[config.mk]
export PLATFORM = sky130hd
export DESIGN_NAME = sumador_restador_serial
export DESIGN_NICKNAME = d
export VERILOG_FILES = /design/src/rtl/sumador_restador_serial.sv
export SDC_FILE = /design/constraint.sdc
export NUM_CORES = 1
export LEC_CHECK = 0
export BUFFER_PORTS_ARGS = -buffer_cell sky130_fd_sc_hd__buf_2
export CAP_MARGIN = 20
export CORE_AREA = 3 3 77 79
export CTS_CLUSTER_SIZE = 16
export DETAILED_ROUTE_END_ITERATION = 6
export DIE_AREA = 0 0 80 82
export HOLD_SLACK_MARGIN = 0.05
export PLACE_DENSITY = 0.63
export SLEW_MARGIN = 20
export SYNTH_ARGS = -nofsm -noshare
export SYNTH_HDL_FRONTEND = slang
export SYNTH_SLANG_ARGS = --single-unit
[constraint.sdc]
create_clock -name clk -period 1.95 [get_ports clk]
set_clock_uncertainty 0.05 [all_clocks]
set_input_delay 0.39 -clock clk [delete_from_list [all_inputs] [get_ports clk]]
set_output_delay 0.39 -clock clk [all_outputs]
set_load 0.02 [all_outputs]
[src/rtl/sumador_restador_serial.sv]
// rtl/sumador_restador_serial.sv - digit-serial add/subtract unit with start/busy/done handshake
// Operands enter LSB-first, DIGIT bits per clock; sign, magnitude and overflow are resolved on the last digit.
module sumador_restador_serial #(
    parameter int WIDTH = 8,
    parameter int DIGIT = 1
) (
    input  logic             clk,
    input  logic             rst_n,
    input  logic             start,
    input  logic [WIDTH-1:0] A,
    input  logic [WIDTH-1:0] B,
    input  logic             select,
    input  logic             signed_mode,
    output logic             busy,
    output logic             done,
    output logic [WIDTH-1:0] S,
    output logic             Cout,
    output logic             neg,
    output logic [WIDTH:0]   mag,
    output logic             ovf
);

    localparam int N  = WIDTH / DIGIT;
    localparam int CW = (N > 1) ? $clog2(N) : 1;

    typedef enum logic [1:0] {
        IDLE = 2'd0,
        CALC = 2'd1,
        DONE = 2'd2
    } state_t;

    state_t           state;
    logic [WIDTH-1:0] a_sr;
    logic [WIDTH-1:0] b_sr;
    logic [WIDTH-1:0] r_sr;
    logic             carry;
    logic             sel_q;
    logic             sgn_q;
    logic [CW-1:0]    cnt;

    logic [DIGIT:0]   dsum;
    logic [WIDTH-1:0] r_next;
    logic             last;
    logic             cout_f;
    logic             c_msb;
    logic             ext_a;
    logic             ext_b;
    logic             r_top;
    logic [WIDTH:0]   r_full;
    logic             neg_f;
    logic [WIDTH:0]   mag_f;
    logic             ovf_f;

    assign dsum   = {1'b0, a_sr[DIGIT-1:0]} + {1'b0, b_sr[DIGIT-1:0]} + {{DIGIT{1'b0}}, carry};
    assign r_next = (r_sr >> DIGIT) | (WIDTH'(dsum[DIGIT-1:0]) << (WIDTH - DIGIT));
    assign last   = (cnt == CW'(N - 1));
    assign cout_f = dsum[DIGIT];

    // On the last digit the operand MSBs sit at bit DIGIT-1, so the carry into
    // the MSB falls out of the sum bit without a separate carry chain.
    assign c_msb  = a_sr[DIGIT-1] ^ b_sr[DIGIT-1] ^ dsum[DIGIT-1];

    // Bit WIDTH of the exact result: extension bits of A and (possibly inverted) B plus the final carry.
    assign ext_a  = sgn_q & a_sr[DIGIT-1];
    assign ext_b  = sgn_q ? b_sr[DIGIT-1] : sel_q;
    assign r_top  = ext_a ^ ext_b ^ cout_f;
    assign r_full = {r_top, r_next};

    // Unsigned addition is never negative even though its top bit can be set.
    assign neg_f  = (sgn_q | sel_q) & r_top;
    assign mag_f  = neg_f ? (~r_full + (WIDTH+1)'(1)) : r_full;
    assign ovf_f  = sgn_q ? (c_msb ^ cout_f) : (sel_q ? ~cout_f : cout_f);

    always_ff @(posedge clk or negedge rst_n) begin
        if (!rst_n) begin
            state <= IDLE;
            a_sr  <= '0;
            b_sr  <= '0;
            r_sr  <= '0;
            carry <= 1'b0;
            sel_q <= 1'b0;
            sgn_q <= 1'b0;
            cnt   <= '0;
            busy  <= 1'b0;
            done  <= 1'b0;
            S     <= '0;
            Cout  <= 1'b0;
            neg   <= 1'b0;
            mag   <= '0;
            ovf   <= 1'b0;
        end else begin
            case (state)
                IDLE, DONE: begin
                    done <= 1'b0;
                    if (start) begin
                        a_sr  <= A;
                        b_sr  <= B ^ {WIDTH{select}};
                        carry <= select;
                        sel_q <= select;
                        sgn_q <= signed_mode;
                        cnt   <= '0;
                        busy  <= 1'b1;
                        state <= CALC;
                    end else begin
                        state <= IDLE;
                    end
                end
                CALC: begin
                    a_sr  <= a_sr >> DIGIT;
                    b_sr  <= b_sr >> DIGIT;
                    r_sr  <= r_next;
                    carry <= cout_f;
                    cnt   <= cnt + CW'(1);
                    if (last) begin
                        S     <= r_next;
                        Cout  <= cout_f;
                        neg   <= neg_f;
                        mag   <= mag_f;
                        ovf   <= ovf_f;
                        done  <= 1'b1;
                        busy  <= 1'b0;
                        state <= DONE;
                    end
                end
                default: begin
                    state <= IDLE;
                    busy  <= 1'b0;
                    done  <= 1'b0;
                end
            endcase
        end
    end

endmodule

# Word level (Yosys, flattened, before mapping)
# Cells that the tools add are included.
[word_totals] reg_bits=54 inputBits=21 out_inout_bits=22
[classes] addsub=4 n_eq_ne=5 mux=20 n_bitwise=12 n_reduce_logical=7
[op_table] cell="one-hot mux 8 bit (2 select lines)" count=2
[op_table] cell="2-to-1 mux 8 bit" count=2
[op_table] cell="adder 9 x 1 -> 9 bit (second input constant)" count=1
[op_table] cell="2-to-1 mux 1 bit" count=9
[op_table] cell="2-to-1 mux 9 bit" count=1
[op_table] cell="NOT 9 bit" count=1
[op_table] cell="OR 7 x 8 -> 8 bit" count=1
[op_table] cell="AND reduction 2 bit" count=4
[op_table] cell="XOR 8 bit" count=1
[op_table] cell="one-hot mux 3 bit (2 select lines)" count=1
[op_table] cell="XOR 1 bit" count=5
[op_table] cell="!= test 2 bit (second input constant)" count=2
[op_table] cell="one-hot mux 1 bit (2 select lines)" count=2
[op_table] cell="one-hot mux 2 bit (2 select lines)" count=1
[op_table] cell="adder 3 x 1 -> 3 bit (second input constant)" count=1
[op_table] cell="== test 3 bit (second input constant)" count=1
[op_table] cell="2-to-1 mux 3 bit" count=1
[op_table] cell="adder 1 x 1 -> 2 bit" count=1
[op_table] cell="adder 2 x 1 -> 2 bit" count=1
[op_table] cell="bitwise AND 1 bit" count=2
[op_table] cell="== test 2 x 1 -> 1 bit (second input constant)" count=1
[op_table] cell="== test 2 bit (second input constant)" count=1
[op_table] cell="logical NOT 2 bit" count=1
[op_table] cell="2-to-1 mux 2 bit" count=1
[op_table] cell="other kinds (4)" count=4

# Longest topological paths before layout
# Gate-level depths: netlist of the first run.
[depth] ltp_word=6 ltp_mapped=7 ltp_nobuf=6

# Worst setup path after synthesis of the first run
# No wires, ideal clock.
[synth_timing] path_kind="reg-to-reg" from="reg b_sr[0]" to="reg mag[1]" t_arrival_ps=1721 required_time_ps=1775 slack_ps=54 stages_incl_launch_ff=8 synth_period_minus_slack_ps=1896 path_cell_list="dfrtp_1 > inv_1 > fa_1 > xnor3_1 > a21oi_4 > buf_6 > mux2i_1 > o21ai_1"
[synth_via] elab_chain_cells=5
[synth_rtl] element="start: declaration" line="34" text="logic [WIDTH-1:0] b_sr;"
[synth_rtl] element="start signal: assignment" line="97" text="b_sr <= B ^ {WIDTH{select}};"
[synth_rtl] element="start signal: assignment" line="110" text="b_sr <= b_sr >> DIGIT;"
[synth_rtl] element="adder 1 x 1 -> 2 bit or 2-to-1 mux 1 bit (tied branches)" line="54, 65"
[synth_rtl] element="adder 2 x 1 -> 2 bit or XOR 1 bit (tied branches)" line="54, 66"
[synth_rtl] element="XOR 1 bit *" line="66" text="assign r_top = ext_a ^ ext_b ^ cout_f;"
[synth_rtl] element="bitwise AND 1 bit *" line="70" text="assign neg_f = (sgn_q | sel_q) & r_top;"
[synth_rtl] element="2-to-1 mux 9 bit *" line="71" text="assign mag_f = neg_f ? (~r_full + (WIDTH+1)'(1)) : r_full;"
[synth_rtl] element="end signal: assignment" line="118" text="mag <= mag_f;"
[synth_rtl] element="end: declaration" line="19" text="output logic [WIDTH:0] mag,"
# Mark *: on every way between the ends. The rest lies on a longest branch, timed or not.
# A chain may end at the register's enable or synchronous reset.

# Worst setup path after layout of the first run
[layout_timing] from="reg carry" to="reg mag[6]"
[layout_via] elab_chain_cells=4
[layout_rtl] element="start: declaration" line="36" text="logic carry;"
[layout_rtl] element="start signal: assignment" line="98" text="carry <= select;"
[layout_rtl] element="start signal: assignment" line="112" text="carry <= cout_f;"
[layout_rtl] element="adder 2 x 1 -> 2 bit" line="54" text="assign dsum = {1'b0, a_sr[DIGIT-1:0]} + {1'b0, b_sr[DIGIT-1:0]} + {{DIGIT{1'b0}}, carry};"
[layout_rtl] element="XOR 1 bit" line="66"
[layout_rtl] element="bitwise AND 1 bit" line="70"
[layout_rtl] element="2-to-1 mux 9 bit" line="71"
# Every way passes these cells.

==> results of run 1 <==
==> synth_stat cells (2+ instances only) <==
cell       n  area share [%]
a221o_1    9             3.8
nand2b_1   2            0.53
buf_1      2            0.32
xnor2_1    8             3.0
nand2_1   54             8.6
and2_1     2            0.53
a22o_1     3             1.1
a22oi_1    6             1.9
nor3_1     4            0.85
a31oi_1    5             1.3
dfrtp_1   52              55
inv_1      7             1.1
ha_1       3             1.6
nor3b_1    2            0.64
buf_2      4            0.85
nor2b_1    2            0.53
nor2_1    18             2.9
or3_1      5             1.3
clkbuf_1   5            0.80
o21ai_0   22             4.7
==> worst max-delay path, stage by stage (launching register included) <==
cell and delay, ns:
dfrtp_1 0.35, inv_1 0.06, fa_2 0.41, xnor3_2 0.29, a21oi_2 0.13, or3_1 0.37
a31oi_1 0.16
==> final timing paths <==
check	start	endpoint	slack [ns]
min reg2reg	S[3]	S[3]	0.43
min	signed_mode	sgn_q	0.22
max in group asynchronous	rst_n	a_sr[4]	1.06
min in group asynchronous	rst_n	S[6]	0.55
max	carry	mag[6]	0.06
max reg2reg	carry	mag[6]	0.06
==> repair_timing <==
action | 4_1_cts | 5_1_grt
endpoints found under the hold margin | 52 | 0
buffers inserted | 0 | 1
cloned | 0 | 1
gates resized for setup | 1 | 3
hold buffers | 1 | 0
endpoints found under the setup margin | 6 | 8
pin swaps | 1 | 4
==> cell type report <==
cell class	instances	area share, %
sequential	52	46.3
clock buffer	6	2.58
timing repair buffer	54	11.2
tap	72	3.21
inverter	7	0.935
multi-input combinational	161	34.5
clock inverter	2	1.25
==> power by group through the flow <==
stage	sequential [mW]	clock, mW	combinational (mW)
final	1.91	0.729	2.49
after global placement	1.91	0	2.36
after floorplan	2.11	0	1.52
after detailed placement	1.93	0	2.41
after CTS	1.91	0.746	2.43
after global routing	1.98	0.786	2.82
==> per-stage QoR <==
step                      setup WS, ns  area, um2  utilization (%)  hold slack [ns]  TNS [ns]
after floorplan                 0.0536       2340                -           0.0444         0
after global placement          0.0437       2670             49.4            0.359         0
after detailed placement       -0.0219       2670             49.4            0.356   -0.0384
after CTS                       0.0528       2790             51.6            0.217         0
after global routing           -0.0130       2810             52.0            0.238   -0.0230
final                           0.0611       2810             52.0            0.218         0
==> metal layers <==
layer	global-route usage (%)	routed length, um	vias up
met5	0	0	-
met4	5.57	40	0
met3	3.73	216	5
li1	-	-	892
met1	20.8	2300	852
met2	26.2	2340	39
==> registers in the layout (all words and copies together), names as in the netlist, 2 cells and up <==
signal / flops
cnt: 3
S: 8
a_sr: 8
mag: 8
b_sr: 8
r_sr: 7
state: 2
==> kinds of logic (layout without fill, tap and decap cells) <==
family          after synthesis  in the layout  synth area share, %
compound gates               51             52                 15.3
xor+xnor                     11             11                 5.34
fa+ha+maj                     4              4                 2.45
buf+inv                      20             69                 3.90
flops                        52             52                 55.5
mux                           1              1                0.427
simple gates                 93             93                 17.1
==> qor.txt, run 1 <==
Worst Path Arrival: 2.07 ns
Ys async rst share: 100%
Commonest non-fill, non-tap cell in the layout: nand2_1
Post-Synthesis Cells: 232
Core area: 5410 um2
Drt wl/cell: 13.8 um
Final Hold Vio Count: 0
Multi-input combinational cell area: 968 um2
Outcome: completed
CTS tree: yes
Unrepaired setup endpoints after global routing: true
Predominant post-synthesis flop cell: dfrtp_1
Vias in the first global route: 1,729
Setup Viol. Count Final: 0
Diodes inserted: 0
Post-Route WL: 4890 um
Reg2Reg Depth: 6
Global Route Usage Sum: 16.0%
Chip Height: 82 um
DRT iter0 DRCs: 105
Crit. End Element: flop
Clock power share: 14.2%
Die Width: 80 um
Largest net degree at the start of global routing: 53
Initial antenna violation count: 0
Design Power: 5.13 mW
Grt ovf: 0
CTS buffer count: 5
#FFs+latches synth: 52
Fillers: 525
Synth warnings: 0
DR vias/cell: 5.05
Worst hold path type: primary input to flop
Hold path cells: 3
Non-filler cells, final: 354
Crit path max fanout: 7
Sequential cell area fraction in the yosys report: 55.5%
Combinational share of power: 48.5%
1st-pass router iterations: 5
Port bufs: 42
Mapped Avg Cell Area: 10.1 um2
Syn Std Cell Area: 2340 um2
P_int: 3.02 mW
Peak supply drop: 825 uV
Crit path required time: 2.13 ns
Area growth, synth to finish: 19.8%
Max-slew violations: 0
Most frequent cells in the layout: nand2_1 (54), dfrtp_1 (52), buf_2 (42), o21ai_0 (22), nor2_1 (18)
Count of cell types in the netlist: 37
Residual DRC: 0
CTS H-tree lvls: 2
I/O Pins: 43
Placed cell count: 343
Global-route wire length before repair: 8100 um
Share of cells above drive strength 1: 24.1%
Crit path kind: flop to flop
Leakage: 1.37 nW
Clock Path Buffers: 2
RD Place Congestion: 0.753
Worst-Margin Slew: 0.742 ns
Register area: 1300 um2
Via count: 1,788
Max cap viols: 0
Seq pwr share: 37.2%
Switch share: 41.1%
Clk root buf: clkbuf_8
Clk slew on worst S/H paths: 0.09 ns
Post-synth EDFFs: 0
Slew HR: 50.5%
Startpoint types: flop
Power density over cell area: 1830 nW/um2
Clock sink count: 52
Final Cycle Share: 96.9%
Period minus WS final: 1.89 ns
Worst-Skew Late Latency: 0.30 ns
Mapped Nets: 257
Fin nets: 306
Row count: 27
ANT nets after route: 0
Die ar.: 6560 um2
Sw Pwr: 2.11 mW
Starting density of the core: 43.4%
Fmax: 0.529 GHz
Post-DP HPWL: 3310 um
Note: power is estimated with default switching activity, not from simulation.
==> run 2: changes to the inputs <==
RECOVER_POWER = 50   (was unset)
==> run 2 against run 1 <==
First-iteration DRC count unchanged. Flip-flop and latch count unchanged. Hold slack about the same. Non-clock buffer count unchanged. Global-route usage unchanged. Combinational power about the same.
==> qor.txt, run 2 (synthesis gave the netlist of run 1 again) <==
Outcome: completed
Crit path max fanout: 7
Power density over cell area: 1830 nW/um2
Clock power share: 14.2%
R2R setup slack: 0.06 ns
Max cap viols: 0
Port bufs: 42
Crit path kind: flop to flop
Post-DP HPWL: 3310 um
Grt ovf: 0
Unrepaired setup endpoints after global routing: true
DRT iter0 DRCs: 105
Setup Viol. Count Final: 0
Initial antenna violation count: 0
Switch share: 41.2%
Clock sink count: 52
CTS buffer count: 5
Global Route Usage Sum: 16.0%
Max-slew violations: 0
Worst-Margin Slew: 0.743 ns
Startpoint types: flop
Area growth, synth to finish: 19.1%
Global-route wire length before repair: 8100 um
DR vias/cell: 5.03
Core area: 5410 um2
Clk root buf: clkbuf_8
Final Hold Vio Count: 0
Row count: 27
Combinational share of power: 48.4%
Chip Height: 82 um
Share of cells above drive strength 1: 23.4%
Fmax: 0.529 GHz
I/O Pins: 43
Crit. End Element: flop
Post-Route WL: 4920 um
Clk slew on worst S/H paths: 0.09 ns
CP max stage delay: 0.41 ns
Starting density of the core: 43.4%
Largest net degree at the start of global routing: 53
Seq pwr share: 37.4%
CTS H-tree lvls: 2
Worst hold slack: 0.219 ns
P_int: 3.01 mW
Worst Path Arrival: 2.07 ns
Worst hold path type: primary input to flop
Via count: 1,781
ANT nets after route: 0
Sw Pwr: 2.11 mW
Slew HR: 50.4%
Crit-path cells: inv_1 -> fa_2 -> xnor3_2 -> a21oi_2 -> or3_1 -> a31oi_1
1st-pass router iterations: 5
CTS tree: yes
Vias in the first global route: 1,729
Slowest-stage cell, CP: fa_2
CP delay by family, top: adder cells
Crit path required time: 2.13 ns
Worst-Skew Late Latency: 0.30 ns
RD Place Congestion: 0.753
Buf/Inv on CP: 1
Final Cycle Share: 96.9%
Peak supply drop: 827 uV
Most frequent cells in the layout: nand2_1 (54), dfrtp_1 (52), buf_2 (41), o21ai_0 (22), nor2_1 (18)
Period minus WS final: 1.89 ns
Diodes inserted: 0
Clock Path Buffers: 2
Residual DRC: 0
Leakage: 1.36 nW
Die ar.: 6560 um2
Die Width: 80 um
Commonest non-fill, non-tap cell in the layout: nand2_1
Fin nets: 306
Drt wl/cell: 13.9 um
Setup TNS: 0 ns
run 2: path summary, 6_finish.rpt:
path	startpoint	end	cells past startpoint
worst max-delay path	carry	mag[6]	6
worst min register to register	S[3]	S[3]	2
worst min-delay path	signed_mode	sgn_q	3
max in group asynchronous	rst_n	a_sr[4]	3
worst max register to register	carry	mag[6]	6
min in group asynchronous	rst_n	cnt[1]	3
run 2: per-layer routing:
metal  vias to the layer above  wire [um]  GRT usage [%]
met5                         -          0              0
met4                         0         40           5.57
met3                         5        205           3.73
met2                        36       2330           26.2
met1                       848       2340           20.8
li1                        892          -              -
run 2: cell type report:
class	instances	area, um2
flip-flops and latches	52	1300
clock inverters	2	35.0
multi-input cells	161	968
inverters	7	26.3
well taps	72	90.1
fillers	528	2610
repair buffers	54	298
clock buffers	6	72.6
run 2: worst min-delay path, delay by kind of cell:
family / cells / cell delay [ns]
buf+inv: 1 / 0.07
simple gates: 2 / 0.08
run 2: power by group through the flow:
stage	Sequential [mW]	Clock, mW	Combinational (mW)
after detailed placement	1.93	0	2.41
after floorplan	2.11	0	1.52
after CTS	1.91	0.746	2.43
final	1.91	0.729	2.48
after global routing	1.98	0.786	2.80
after global placement	1.91	0	2.36
run 2: stage by stage:
step                std cells  utilization (%)  instance area (um2)  power (mW)  setup slack, ns
floorplan                 232                -                 2340        3.63           0.0536
global placement          343             49.4                 2670        4.27           0.0437
detailed placement        343             49.4                 2670        4.34          -0.0219
CTS                       352             51.6                 2790        5.09           0.0528
global route              354             51.6                 2790        5.57          -0.0130
finish                    354             51.6                 2790        5.12           0.0603
run 2: what timing repair did:
action	4_1_cts	5_1_grt
pin swaps	1	4
resized for setup	1	3
hold endpoints to repair	52	0
endpoints found under the setup margin	6	8
setup buffers	0	1
hold buffers	1	0
cloned	0	1
